**src/rtl/dbus_mmio_resp_if.sv**
```systemverilog
// darkriscv data-bus MMIO port bundle: core-side bus signals plus the TX byte stream.
// The core/bench drives through "master"; the responder connects through "slave".
interface dbus_mmio_resp_if;
    logic [31:0] DADDR;
    logic [31:0] DATAI;
    logic [31:0] DATAO;
    logic [3:0]  BE;
    logic        WR;
    logic        RD;
    logic        HLT;
    logic [7:0]  TXD;
    logic        TXV;
    logic        TXR;
    logic        IRQ;

    modport master (
        output DADDR, DATAI, BE, WR, RD, TXR,
        input  DATAO, HLT, TXD, TXV, IRQ
    );

    modport slave (
        input  DADDR, DATAI, BE, WR, RD, TXR,
        output DATAO, HLT, TXD, TXV, IRQ
    );
endinterface

```
**src/rtl/dbus_mmio_resp.sv**
```systemverilog
// MMIO responder for the darkriscv data bus: ID, CTRL/STATUS, TX byte FIFO with stream drain.
// Optional compare timer with interrupt is built only when MMIO_TIMER_EN is defined.
module dbus_mmio_resp #(
    parameter logic [31:0] BASE       = 32'h0000_0400,
    parameter int          FIFO_DEPTH = 8,
    parameter logic [31:0] ID         = 32'h4D4D_494F
) (
    input  logic           CLK,
    input  logic           RES_N,
    dbus_mmio_resp_if.slave bus
);
    localparam int PW = (FIFO_DEPTH > 1) ? $clog2(FIFO_DEPTH) : 1;
    localparam int LW = PW + 1;
    localparam logic [LW-1:0] DEPTH_L = LW'(FIFO_DEPTH);

    localparam logic [5:0] IDX_ID     = 6'd0;
    localparam logic [5:0] IDX_CTRL   = 6'd1;
    localparam logic [5:0] IDX_TXDATA = 6'd2;
    localparam logic [5:0] IDX_STATUS = 6'd3;
    localparam logic [5:0] IDX_TIMER  = 6'd4;
    localparam logic [5:0] IDX_CMP    = 6'd5;

    logic          sel_s;
    logic [5:0]    idx_s;
    logic          wr_sel_s;
    logic          tx_wr_s;
    logic          push_s;
    logic          pop_s;
    logic          flush_s;
    logic          full_s;
    logic          empty_s;
    logic          txv_s;
    logic          tif_s;
    logic          irq_s;
    logic [31:0]   rdata_s;
    logic          unused_s;

    logic [1:0]    ctrl_r;
    logic [PW-1:0] wr_ptr_r;
    logic [PW-1:0] rd_ptr_r;
    logic [LW-1:0] level_r;
    logic [7:0]    fifo_mem_r [FIFO_DEPTH];
    logic [31:0]   datao_r;

    assign sel_s    = (bus.DADDR[31:8] == BASE[31:8]);
    assign idx_s    = bus.DADDR[7:2];
    assign wr_sel_s = bus.WR & sel_s;
    assign full_s   = (level_r == DEPTH_L);
    assign empty_s  = (level_r == {LW{1'b0}});
    assign txv_s    = ~empty_s;

    // Full-FIFO refusal uses the registered level, so a same-cycle pop never frees a slot early.
    assign tx_wr_s  = wr_sel_s & bus.BE[0] & (idx_s == IDX_TXDATA);
    assign push_s   = tx_wr_s & ~full_s;
    assign pop_s    = txv_s & bus.TXR;
    assign flush_s  = wr_sel_s & bus.BE[0] & (idx_s == IDX_CTRL) & bus.DATAI[2];

    assign bus.HLT  = tx_wr_s & full_s;
    assign bus.TXV  = txv_s;
    assign bus.TXD  = txv_s ? fifo_mem_r[rd_ptr_r] : 8'h00;
    assign bus.DATAO = datao_r;
    assign bus.IRQ  = irq_s;

    assign unused_s = ^{bus.DADDR[1:0], bus.DATAI[31:8], bus.BE[3:1]};

    // CTRL enable bits (FLUSH is a pulse and is not stored)
    always_ff @(posedge CLK or negedge RES_N) begin
        if (!RES_N) begin
            ctrl_r <= 2'b00;
        end else if (wr_sel_s && bus.BE[0] && (idx_s == IDX_CTRL)) begin
            ctrl_r <= bus.DATAI[1:0];
        end
    end

    // TX FIFO pointers, level and storage; a flush overrides any same-cycle pointer motion
    always_ff @(posedge CLK or negedge RES_N) begin
        if (!RES_N) begin
            wr_ptr_r <= {PW{1'b0}};
            rd_ptr_r <= {PW{1'b0}};
            level_r  <= {LW{1'b0}};
            for (int i = 0; i < FIFO_DEPTH; i++) begin
                fifo_mem_r[i] <= 8'h00;
            end
        end else if (flush_s) begin
            wr_ptr_r <= {PW{1'b0}};
            rd_ptr_r <= {PW{1'b0}};
            level_r  <= {LW{1'b0}};
        end else begin
            if (push_s) begin
                fifo_mem_r[wr_ptr_r] <= bus.DATAI[7:0];
                wr_ptr_r             <= wr_ptr_r + PW'(1);
            end
            if (pop_s) begin
                rd_ptr_r <= rd_ptr_r + PW'(1);
            end
            level_r <= level_r + LW'(push_s) - LW'(pop_s);
        end
    end

`ifdef MMIO_TIMER_EN
    logic [31:0] timer_r;
    logic [31:0] cmp_r;
    logic        tif_r;
    logic        irq_r;
    logic        tif_set_s;
    logic        tif_clr_s;

    function automatic logic [31:0] be_merge(input logic [31:0] old_v,
                                             input logic [31:0] new_v,
                                             input logic [3:0]  be);
        logic [31:0] res;
        for (int i = 0; i < 4; i++) begin
            res[8*i +: 8] = be[i] ? new_v[8*i +: 8] : old_v[8*i +: 8];
        end
        return res;
    endfunction

    assign tif_set_s = ctrl_r[0] & (timer_r == cmp_r);
    assign tif_clr_s = wr_sel_s & bus.BE[0] & (idx_s == IDX_STATUS) & bus.DATAI[2];
    assign tif_s     = tif_r;
    assign irq_s     = irq_r;

    // Compare timer, sticky match flag (set beats clear) and registered interrupt
    always_ff @(posedge CLK or negedge RES_N) begin
        if (!RES_N) begin
            timer_r <= 32'h0000_0000;
            cmp_r   <= 32'hFFFF_FFFF;
            tif_r   <= 1'b0;
            irq_r   <= 1'b0;
        end else begin
            if (wr_sel_s && (idx_s == IDX_TIMER)) begin
                timer_r <= be_merge(timer_r, bus.DATAI, bus.BE);
            end else if (ctrl_r[0]) begin
                timer_r <= timer_r + 32'd1;
            end
            if (wr_sel_s && (idx_s == IDX_CMP)) begin
                cmp_r <= be_merge(cmp_r, bus.DATAI, bus.BE);
            end
            tif_r <= tif_set_s | (tif_r & ~tif_clr_s);
            irq_r <= tif_r & ctrl_r[1];
        end
    end
`else
    assign tif_s = 1'b0;
    assign irq_s = 1'b0;
`endif

    // Register read mux; unmapped offsets return zero
    always_comb begin
        rdata_s = 32'h0000_0000;
        case (idx_s)
            IDX_ID:     rdata_s = ID;
            IDX_CTRL:   rdata_s = {30'h0000_0000, ctrl_r};
            IDX_STATUS: rdata_s = {16'h0000, 8'(level_r), 5'b00000, tif_s, full_s, empty_s};
`ifdef MMIO_TIMER_EN
            IDX_TIMER:  rdata_s = timer_r;
            IDX_CMP:    rdata_s = cmp_r;
`endif
            default:    rdata_s = 32'h0000_0000;
        endcase
    end

    // Read data register: loaded on a selected read, cleared on every other cycle
    always_ff @(posedge CLK or negedge RES_N) begin
        if (!RES_N) begin
            datao_r <= 32'h0000_0000;
        end else if (bus.RD && sel_s) begin
            datao_r <= rdata_s;
        end else begin
            datao_r <= 32'h0000_0000;
        end
    end
endmodule

```
**src/flat_wrapper.sv**
```systemverilog
// flat-port wrapper written by rule: the top's interface ports become plain ports
module dbus_mmio_resp_flat 
#(
    parameter logic [31:0] BASE       = 32'h0000_0400,
    parameter int          FIFO_DEPTH = 8,
    parameter logic [31:0] ID         = 32'h4D4D_494F
)
  (CLK, RES_N, bus_DADDR, bus_DATAI, bus_BE, bus_WR, bus_RD, bus_TXR, bus_DATAO, bus_HLT, bus_TXD, bus_TXV, bus_IRQ);
  dbus_mmio_resp_if bus_i ();
  input  logic CLK;
  input  logic RES_N;
  input wire logic [$bits(bus_i.DADDR)-1:0] bus_DADDR;
  input wire logic [$bits(bus_i.DATAI)-1:0] bus_DATAI;
  input wire logic [$bits(bus_i.BE)-1:0] bus_BE;
  input wire logic [$bits(bus_i.WR)-1:0] bus_WR;
  input wire logic [$bits(bus_i.RD)-1:0] bus_RD;
  input wire logic [$bits(bus_i.TXR)-1:0] bus_TXR;
  output wire logic [$bits(bus_i.DATAO)-1:0] bus_DATAO;
  output wire logic [$bits(bus_i.HLT)-1:0] bus_HLT;
  output wire logic [$bits(bus_i.TXD)-1:0] bus_TXD;
  output wire logic [$bits(bus_i.TXV)-1:0] bus_TXV;
  output wire logic [$bits(bus_i.IRQ)-1:0] bus_IRQ;
  assign bus_i.DADDR = bus_DADDR;
  assign bus_i.DATAI = bus_DATAI;
  assign bus_i.BE = bus_BE;
  assign bus_i.WR = bus_WR;
  assign bus_i.RD = bus_RD;
  assign bus_i.TXR = bus_TXR;
  assign bus_DATAO = bus_i.DATAO;
  assign bus_HLT = bus_i.HLT;
  assign bus_TXD = bus_i.TXD;
  assign bus_TXV = bus_i.TXV;
  assign bus_IRQ = bus_i.IRQ;
  dbus_mmio_resp #(.BASE(BASE), .FIFO_DEPTH(FIFO_DEPTH), .ID(ID)) u_core (.CLK(CLK), .RES_N(RES_N), .bus(bus_i));
endmodule
```
**config.mk**
```make
export PLATFORM = sky130hd
export DESIGN_NAME = dbus_mmio_resp_flat
export DESIGN_NICKNAME = d
export VERILOG_FILES = /design/src/rtl/dbus_mmio_resp_if.sv /design/src/rtl/dbus_mmio_resp.sv /design/src/flat_wrapper.sv
export SDC_FILE = /design/constraint.sdc
export NUM_CORES = 1
export LEC_CHECK = 0
export CELL_PAD_IN_SITES_DETAIL_PLACEMENT = 0
export CELL_PAD_IN_SITES_GLOBAL_PLACEMENT = 1
export CORE_AREA = 2 2 105 107
export DETAILED_ROUTE_END_ITERATION = 8
export DIE_AREA = 0 0 107 109
export PLACE_DENSITY_LB_ADDON = 0.1
export SLEW_MARGIN = 10
export SYNTH_ARGS = -nofsm -noshare
export SYNTH_HDL_FRONTEND = slang
export SYNTH_SLANG_ARGS = --single-unit
export TNS_END_PERCENT = 50
```
**constraint.sdc**
```tcl
create_clock -name CLK -period 4.7 [get_ports CLK]
set_input_delay 0.705 -clock CLK [delete_from_list [all_inputs] [get_ports CLK]]
set_output_delay 0.705 -clock CLK [all_outputs]
set_load 0.005 [all_outputs]
```
### Yosys cells after proc, flatten, opt, wreduce, memory -nomap -nowiden

Index checks and enable logic that the tools add are counted.

* $add $sub $neg: 4
* multipliers: 0
* divide/modulo/power cells: 0
* $lt $le $gt $ge: 3
* eq/ne operators: 5
* shift-type cells: 0
* mux-type cells: 14
* bitwise logic cells: 13
* reduce and logical (&&, ||, !) cells: 9

Operators by type and width (number)
* $pmux W31 S3: 1
* $bwmux W64: 1
* $mux W8: 4
* $mux W31: 1
* $bmux W8 S3: 1
* $demux W8 S3: 1
* $eq A24 B3 Y1 const B: 1
* $eq A6 B2 Y1 const B: 2
* $mux W3: 4
* $and A1 B1 Y1: 8
* $ge A4 B4 Y1 const B: 2
* $not A3 Y4: 2
* $add A3 B1 Y3 const B: 2
* $eq A6 B1 Y1 const B: 1
* $logic_not A6 Y1: 1
* $add A4 B1 Y4: 1
* $eq A4 B4 Y1 const B: 1
* $logic_and A1 B1 Y1: 4
* $logic_not A4 Y1: 1
* $lt A4 B1 Y1 const B: 1
* $mux W4: 1
* $reduce_bool A2 Y1: 2
* $sub A4 B1 Y4: 1
* $not A1 Y1: 3
* $reduce_and A2 Y1: 1

* flip-flop bits (word level): 107
* bits in latches: 0
* memory bits (writable): 0
* ROM bits: 0
* input port bits: 73
* output and inout bits: 43
* memories kept: 0

### Logic depth before layout (Yosys ltp)

Gate-level depths: netlist (run 1).

* depth in word-level cells: 8
* mapped depth: 13
* mapped depth without buffers: 13

### Worst setup path after synthesis (run 1)

OpenSTA, ideal clock, no wires.

* kind: input port to flip-flop
* start point: input bus_DADDR[5]
* end point: register u_core.level_r[2]
* setup time: 129 ps
* data arrival time: 2902 ps
* data required time: 4571 ps
* path slack: 1668 ps
* stages on the path: 10
* cell sequence: nor4_1 nand3_1 nor4_1 inv_1 ha_1 inv_1 ha_1 fa_1 xnor2_1 nor2_1

* longest elaborated chain between the ends: 6
* elaborated cells between the ends (all ways): 9
* classes of those cells: add/sub: 2; eq/ne: 2; mux: 1; bitwise: 4

Ends and longest elaborated chain
* from (decl): RTL line flat_wrapper.sv:12 `input wire logic [$bits(bus_i.DADDR)-1:0] bus_DADDR;`
* $eq A6 B2 Y1: RTL line dbus_mmio_resp.sv:53 `assign tx_wr_s = wr_sel_s & bus.BE[0] & (idx_s == IDX_TXDATA);`
* $and A1 B1 Y1: RTL line dbus_mmio_resp.sv:53
* $and A1 B1 Y1: RTL line dbus_mmio_resp.sv:54 `assign push_s = tx_wr_s & ~full_s;`
* $add A4 B1 Y4: RTL line dbus_mmio_resp.sv:96 `level_r <= level_r + LW'(push_s) - LW'(pop_s);`
* $sub A4 B1 Y4: RTL line dbus_mmio_resp.sv:96
* $mux W4 (*): RTL line dbus_mmio_resp.sv:84 `end else if (flush_s) begin`
* to (signal assigned): RTL line dbus_mmio_resp.sv:80 `level_r <= {LW{1'b0}};`
* to (signal assigned): RTL line dbus_mmio_resp.sv:87 `level_r <= {LW{1'b0}};`
* to (signal assigned): RTL line dbus_mmio_resp.sv:96
* to (decl): RTL line dbus_mmio_resp.sv:41 `logic [LW-1:0] level_r;`

Mark *: on every way between the ends. The rest lies on a longest branch, timed or not.
A chain may end at the register's enable or synchronous reset.

### Final worst setup path (run 1)

* start point: input bus_DADDR[5]
* end point: output bus_HLT

* longest elaborated chain between the ends: 3

Ends and longest elaborated chain
* $eq A6 B2 Y1: RTL line dbus_mmio_resp.sv:53
* $and A1 B1 Y1: RTL line dbus_mmio_resp.sv:53
* $and A1 B1 Y1: RTL line dbus_mmio_resp.sv:58 `assign bus.HLT = tx_wr_s & full_s;`
* to (decl): RTL line flat_wrapper.sv:19 `output wire logic [$bits(bus_i.HLT)-1:0] bus_HLT;`

Every way passes these cells.

==> results_dict.tcl, run 1 <==
set metrics [dict create \
    critical_path.max_stage_delay_ns 0.57 \
    hold_viol_final 0 \
    tightestPinTransition_ns 1.05 \
    dp_slack_ns 0.925 \
    path_clk_slew_ns 0.09 \
    yosysUniqueCellTypes 38 \
    cts_hold_buffers 0 \
    grt_antenna_before_repair 0 \
    nNetsFinal 456 \
    synth_area_leaders "dfrtp_1 (50%), mux2_2 (18%), mux4_2 (8.6%)" \
    initial_core_util 0.395 \
    ys_async_sr_fraction 1.00 \
    cp-startpoint "bus_DADDR[5]" \
    pin_count 116 \
    route.detailed.drc 0 \
    numCtsBuffers 9 \
    cts_buffer_depth 2 \
    wl_per_cell_um 17.1 \
    synthTopCellsByCount "dfrtp_1 (83), mux2_2 (67), buf_4 (26)" \
    synth_flop_cell "dfrtp_1" \
    synth_warnings 0 \
    path_cells "clkdlybuf4s50_1 > nor4_1 > nand3_1 > nor4_1 > clkdlybuf4s50_1" \
    dpl.hpwl_mm 5.79 \
    cts_tree "done" \
    drtIter0Drc 59 \
    grt_pass1_wl_mm 14.1 \
    yosysTopAreaCell "dfrtp_1" \
    grt_max_degree 84 \
    cp.required_ns 3.99 \
    rows 38 \
    synthesis.area_um2 4190 \
    endpoint_kind "output port" \
    clk_latency_ns 0.36 \
    cts-root-buf "clkbuf_8" \
    gp_congestion 0.741 \
    critical_path_class "input pin to output port" \
    synth.most_common_cell "dfrtp_1" \
    portBuffers 71 \
    crit-reg2reg-launch "u_core.level_r[2]" \
    maxSlewHeadroom 0.299 \
    path_max_fanout 3 \
    postCtsSetupBuffers 0 \
    clock-sinks 83 \
    ys_ff_latch 83 \
    overflow 0 \
    synthToLayoutAreaGrowth_pct 22.2 \
    worst_slack_ns 1.34 \
    hold_class "input pin to asynchronous set/reset pin" \
    peakVddDrop_v 0.000168 \
    syn_avg_cell_area_um2 13.5 \
    dieArea_um2 11700 \
    critPathLaunchType "input pin" \
    coreArea_um2 10600 \
    synth_top_area_frac 0.496 \
    synth-edff-count 0 \
    die_w_um 107 \
    max-cap-violations 0 \
    synthCells 311 \
    synth.yosys.seq_area_share 0.496 \
    status "completed" \
    fmax_mhz 298 \
    h-tree-depth 3 \
    final_core_util 0.483 \
    via_per_inst 4.95 \
    antennaDiodeCount 0 \
    first_pass_iters 4 \
    r2r_slack_ns 1.91 \
    grt_setup_unrepaired "false" \
    post_cts_resized 0 \
    period_minus_slack_ns 3.36 \
    ant_nets 0 \
    period_share 0.715 \
    grt_use_total 0.163 \
    leakage_nw 2.34 \
    via_count 2569 \
    drv_slew 0 \
    fin_worst_skew_ns 0.00977 \
    cpMaxStageDelayCell "clkdlybuf4s50_1" \
    wirelength_mm 8.88 \
    arrival_ns 2.65 \
    setup_violations 0 \
    setup_tns_ns 0 \
    powerDensity_nw_per_um2 335 \
    drive_gt1_frac 0.298 \
    die_h_um 109 \
    grt_pass1_vias 2573 \
]
==> per-stage QoR <==
stage / power [mW] / std cells / hold WS, ns / instance area [µm²]
after floorplan: 1.08 / 325 / 0.409 / 4240
after global placement: 1.21 / 503 / 0.484 / 4920
after detailed placement: 1.21 / 503 / 0.488 / 4920
after CTS: 1.75 / 519 / 0.510 / 5120
after global routing: 1.82 / 519 / 0.521 / 5120
final: 1.72 / 519 / 0.505 / 5120
==> worst paths after layout <==
| check | endpoint | depth (start not counted) |
|---|---|---|
| max | bus_HLT | 5 |
| min | u_core.level_r[3] | 1 |
| max reg2reg | u_core.level_r[3] | 14 |
| min reg2reg | u_core.fifo_mem_r[15] | 1 |
| max in group asynchronous | u_core.fifo_mem_r[58] | 1 |
| min in group CLK | u_core.fifo_mem_r[15] | 1 |
==> placed cells by master (no fill, tap or decap), types with 2 or more instances in the layout <==
cell type        count
nand2b_1             2
ha_1                 8
inv_1                9
mux4_2              16
mux2i_1              9
a211oi_1             2
nand3_1              5
clkinv_2             2
nor2_1              18
nand2_1              8
a21oi_1              5
dfrtp_1             83
conb_1              15
buf_4                6
clkbuf_8             9
nor4_4               2
nor4_1               9
xnor2_1              3
nor3_1               2
clkdlybuf4s50_1     70
mux2_2              67
nand4_1              4
nor2b_1              4
==> worst max-delay path: cells and delay by family <==
family	cells	cell delay [ns]
buffers and inverters	2	0.96
AND/OR/NAND/NOR	3	0.98
==> kinds of logic after synthesis <==
group,after synthesis,share of synthesized area
muxes,92,0.288
adders and majority gates,9,0.0287
xor gates and xnor gates,4,0.00836
other,1,0.000895
and+or+nand+nor,65,0.0971
buffers and inverters,47,0.0672
DFF,83,0.496
AOI/OAI and AO/OA,10,0.0143
==> report_power, final <==
group          leakage, nW  internal [mW]  switching (mW)  total [mW]
clock                0.102          0.250           0.275       0.525
sequential            1.14          0.747          0.0789       0.826
combinational         1.10          0.192           0.172       0.365
total                 2.34           1.19           0.526        1.72
==> layer usage <==
metal	share of wire	up-vias	GRT usage
met4	0.019	0	0.0575
met2	0.48	65	0.264
met3	0.045	14	0.0389
li1	-	1210	-
met5	0	-	0
met1	0.46	1280	0.215
==> cell type report <==
cell class                      instances  area, µm²
Fill cell                             927       5480
Timing Repair Buffer                   76        746
Inverter                                9       33.8
Clock buffer                            9        124
Tap cell                              140        175
Clock inverter                          7       76.3
Sequential cell                        83       2080
Multi-Input combinational cell        195       1890
==> state kept, by name, summed over array words and instances (netlist names) <==
register and count:
u_core.fifo_mem_r 64, u_core.bus.DATAO 7, u_core.level_r 4, u_core.rd_ptr_r 3
u_core.wr_ptr_r 3, u_core.ctrl_r 2
Note: power is estimated with default switching activity, not from simulation.
==> run 2, diff against run 1 <==
--- a/config.mk
+++ b/config.mk
@@ -7,9 +7,9 @@
 export LEC_CHECK = 0
 export CELL_PAD_IN_SITES_DETAIL_PLACEMENT = 0
 export CELL_PAD_IN_SITES_GLOBAL_PLACEMENT = 1
-export CORE_AREA = 2 2 105 107
+export CORE_AREA = 2 2 108 110
 export DETAILED_ROUTE_END_ITERATION = 8
-export DIE_AREA = 0 0 107 109
+export DIE_AREA = 0 0 110 112
 export PLACE_DENSITY_LB_ADDON = 0.1
 export SLEW_MARGIN = 10
 export SYNTH_ARGS = -nofsm -noshare
==> constraint.sdc (replaced) <==
create_clock -name CLK -period 3.48 [get_ports CLK]
set_input_delay 0.522 -clock CLK [delete_from_list [all_inputs] [get_ports CLK]]
set_output_delay 0.522 -clock CLK [all_outputs]
set_load 0.005 [all_outputs]
==> results_dict.tcl, run 2 (synthesis results as in run 1) <==
set metrics [dict create \
    critPathMostFrequentCell "clkdlybuf4s50_1" \
    initial_core_util 0.375 \
    period_share 0.860 \
    cts_hold_buffers 0 \
    setup_tns_ns 0 \
    via_count 2684 \
    drtIter0Drc 64 \
    nNetsFinal 476 \
    overflow 0 \
    clock-sinks 83 \
    grt_setup_unrepaired "false" \
    fin_worst_skew_ns 0.00533 \
    place_area_um2 5070 \
    cts_tree "done" \
    hold_viol_final 0 \
    period_minus_slack_ns 2.99 \
    cts_buffer_depth 2 \
    setup_violations 0 \
    postCtsSetupBuffers 0 \
    die_h_um 112 \
    antennaDiodeCount 0 \
    first_pass_iters 4 \
    drive_gt1_frac 0.331 \
    max-cap-violations 0 \
    fin_area_um2 5350 \
    gp_congestion 0.761 \
    worst_slack_ns 0.487 \
    rows 39 \
    clk_latency_ns 0.33 \
    dieArea_um2 12300 \
    pin_count 116 \
    hold_class "input pin to asynchronous set/reset pin" \
    status "completed" \
    post_cts_resized 0 \
    wirelength_mm 9.26 \
    cp.required_ns 2.96 \
    h-tree-depth 3 \
    via_per_inst 4.95 \
    grt_antenna_before_repair 0 \
    maxSlewHeadroom 0.579 \
    ant_nets 0 \
    final_cell_mix "dfrtp_1 (83), clkdlybuf4s50_1 (70), mux2_2 (67), buf_4 (26), nor2_1 (18)" \
    wl_per_cell_um 17.1 \
    peakVddDrop_v 0.000231 \
    synthToLayoutAreaGrowth_pct 27.6 \
    cpMaxStageDelayCell "clkdlybuf4s50_1" \
    portBuffers 71 \
    arrival_ns 2.47 \
    cts-root-buf "clkbuf_16" \
    largest_register "u_core.fifo_mem_r" \
    route.detailed.drc 0 \
    leakage_nw 2.47 \
    largest_register_ff_count 64 \
    path_max_fanout 4 \
    path_cells "clkdlybuf4s50_1 > nor4b_2 > nand4_1 > buf_4 > nor4_1 > clkdlybuf4s50_1" \
    die_w_um 110 \
    endpoint_kind "output port" \
    numCtsBuffers 9 \
    grt_use_total 0.162 \
    critical_path.max_stage_delay_ns 0.56 \
    grt_pass1_wl_mm 14.6 \
    dp_slack_ns 0.191 \
    drv_slew 0 \
    dpl.hpwl_mm 6.34 \
    grt_max_degree 50 \
    grt_pass1_vias 2665 \
    critical_path_class "input pin to output port" \
    coreArea_um2 11200 \
    path_clk_slew_ns 0.06 \
    fmax_mhz 334 \
    r2r_slack_ns 0.83 \
    final_common_cell "dfrtp_1" \
    tightestPinTransition_ns 0.632 \
    critPathLaunchType "input pin" \
    powerDensity_nw_per_um2 466 \
]
## run 2: worst paths after layout
check | start | to | cells after the start
setup / recovery | bus_DADDR[9] | bus_HLT | 6
max in group asynchronous | RES_N | u_core.fifo_mem_r[23] | 2
hold / removal | RES_N | u_core.fifo_mem_r[24] | 1
min in group CLK | u_core.fifo_mem_r[14] | u_core.fifo_mem_r[14] | 1
setup reg to reg | u_core.level_r[2] | u_core.level_r[1] | 12
hold reg to reg | u_core.fifo_mem_r[14] | u_core.fifo_mem_r[14] | 1
## run 2: power breakdown
part / switching [mW] / internal (mW)
logic: 0.282 / 0.267
registers: 0.0592 / 1.01
clock network: 0.372 / 0.499
## run 2: layout make-up
class                           instances  area, µm²
Clock buffer                           11        243
Clock inverter                          5       28.8
Fill cell                            1031       5830
Inverter                                9       33.8
Multi-Input combinational cell        195       1890
Sequential cell                        83       2080
Tap cell                              143        179
Timing Repair Buffer                   96        896
## run 2: stage by stage
step                hold slack, ns  total power [mW]  std cells   util
floorplan                    0.226              1.46        325      -
detailed placement           0.487              1.66        526  0.454
global placement             0.484              1.65        526  0.454
CTS                          0.218              2.54        542  0.478
finish                       0.197              2.49        542  0.478
global route                 0.246              2.64        542  0.478
## run 2: layer usage
layer	GRT usage	routed length, µm	up-vias
met4	0.0658	156	0
met1	0.229	4310	1341
met3	0.0304	536	10
li1	-	-	1253
met2	0.244	4260	80
met5	0	0	-
## run 2: critical path, delay by kind of cell
family,cells,cell delay [ns]
and+or+nand+nor,3,0.76
buffers and inverters,3,1.19
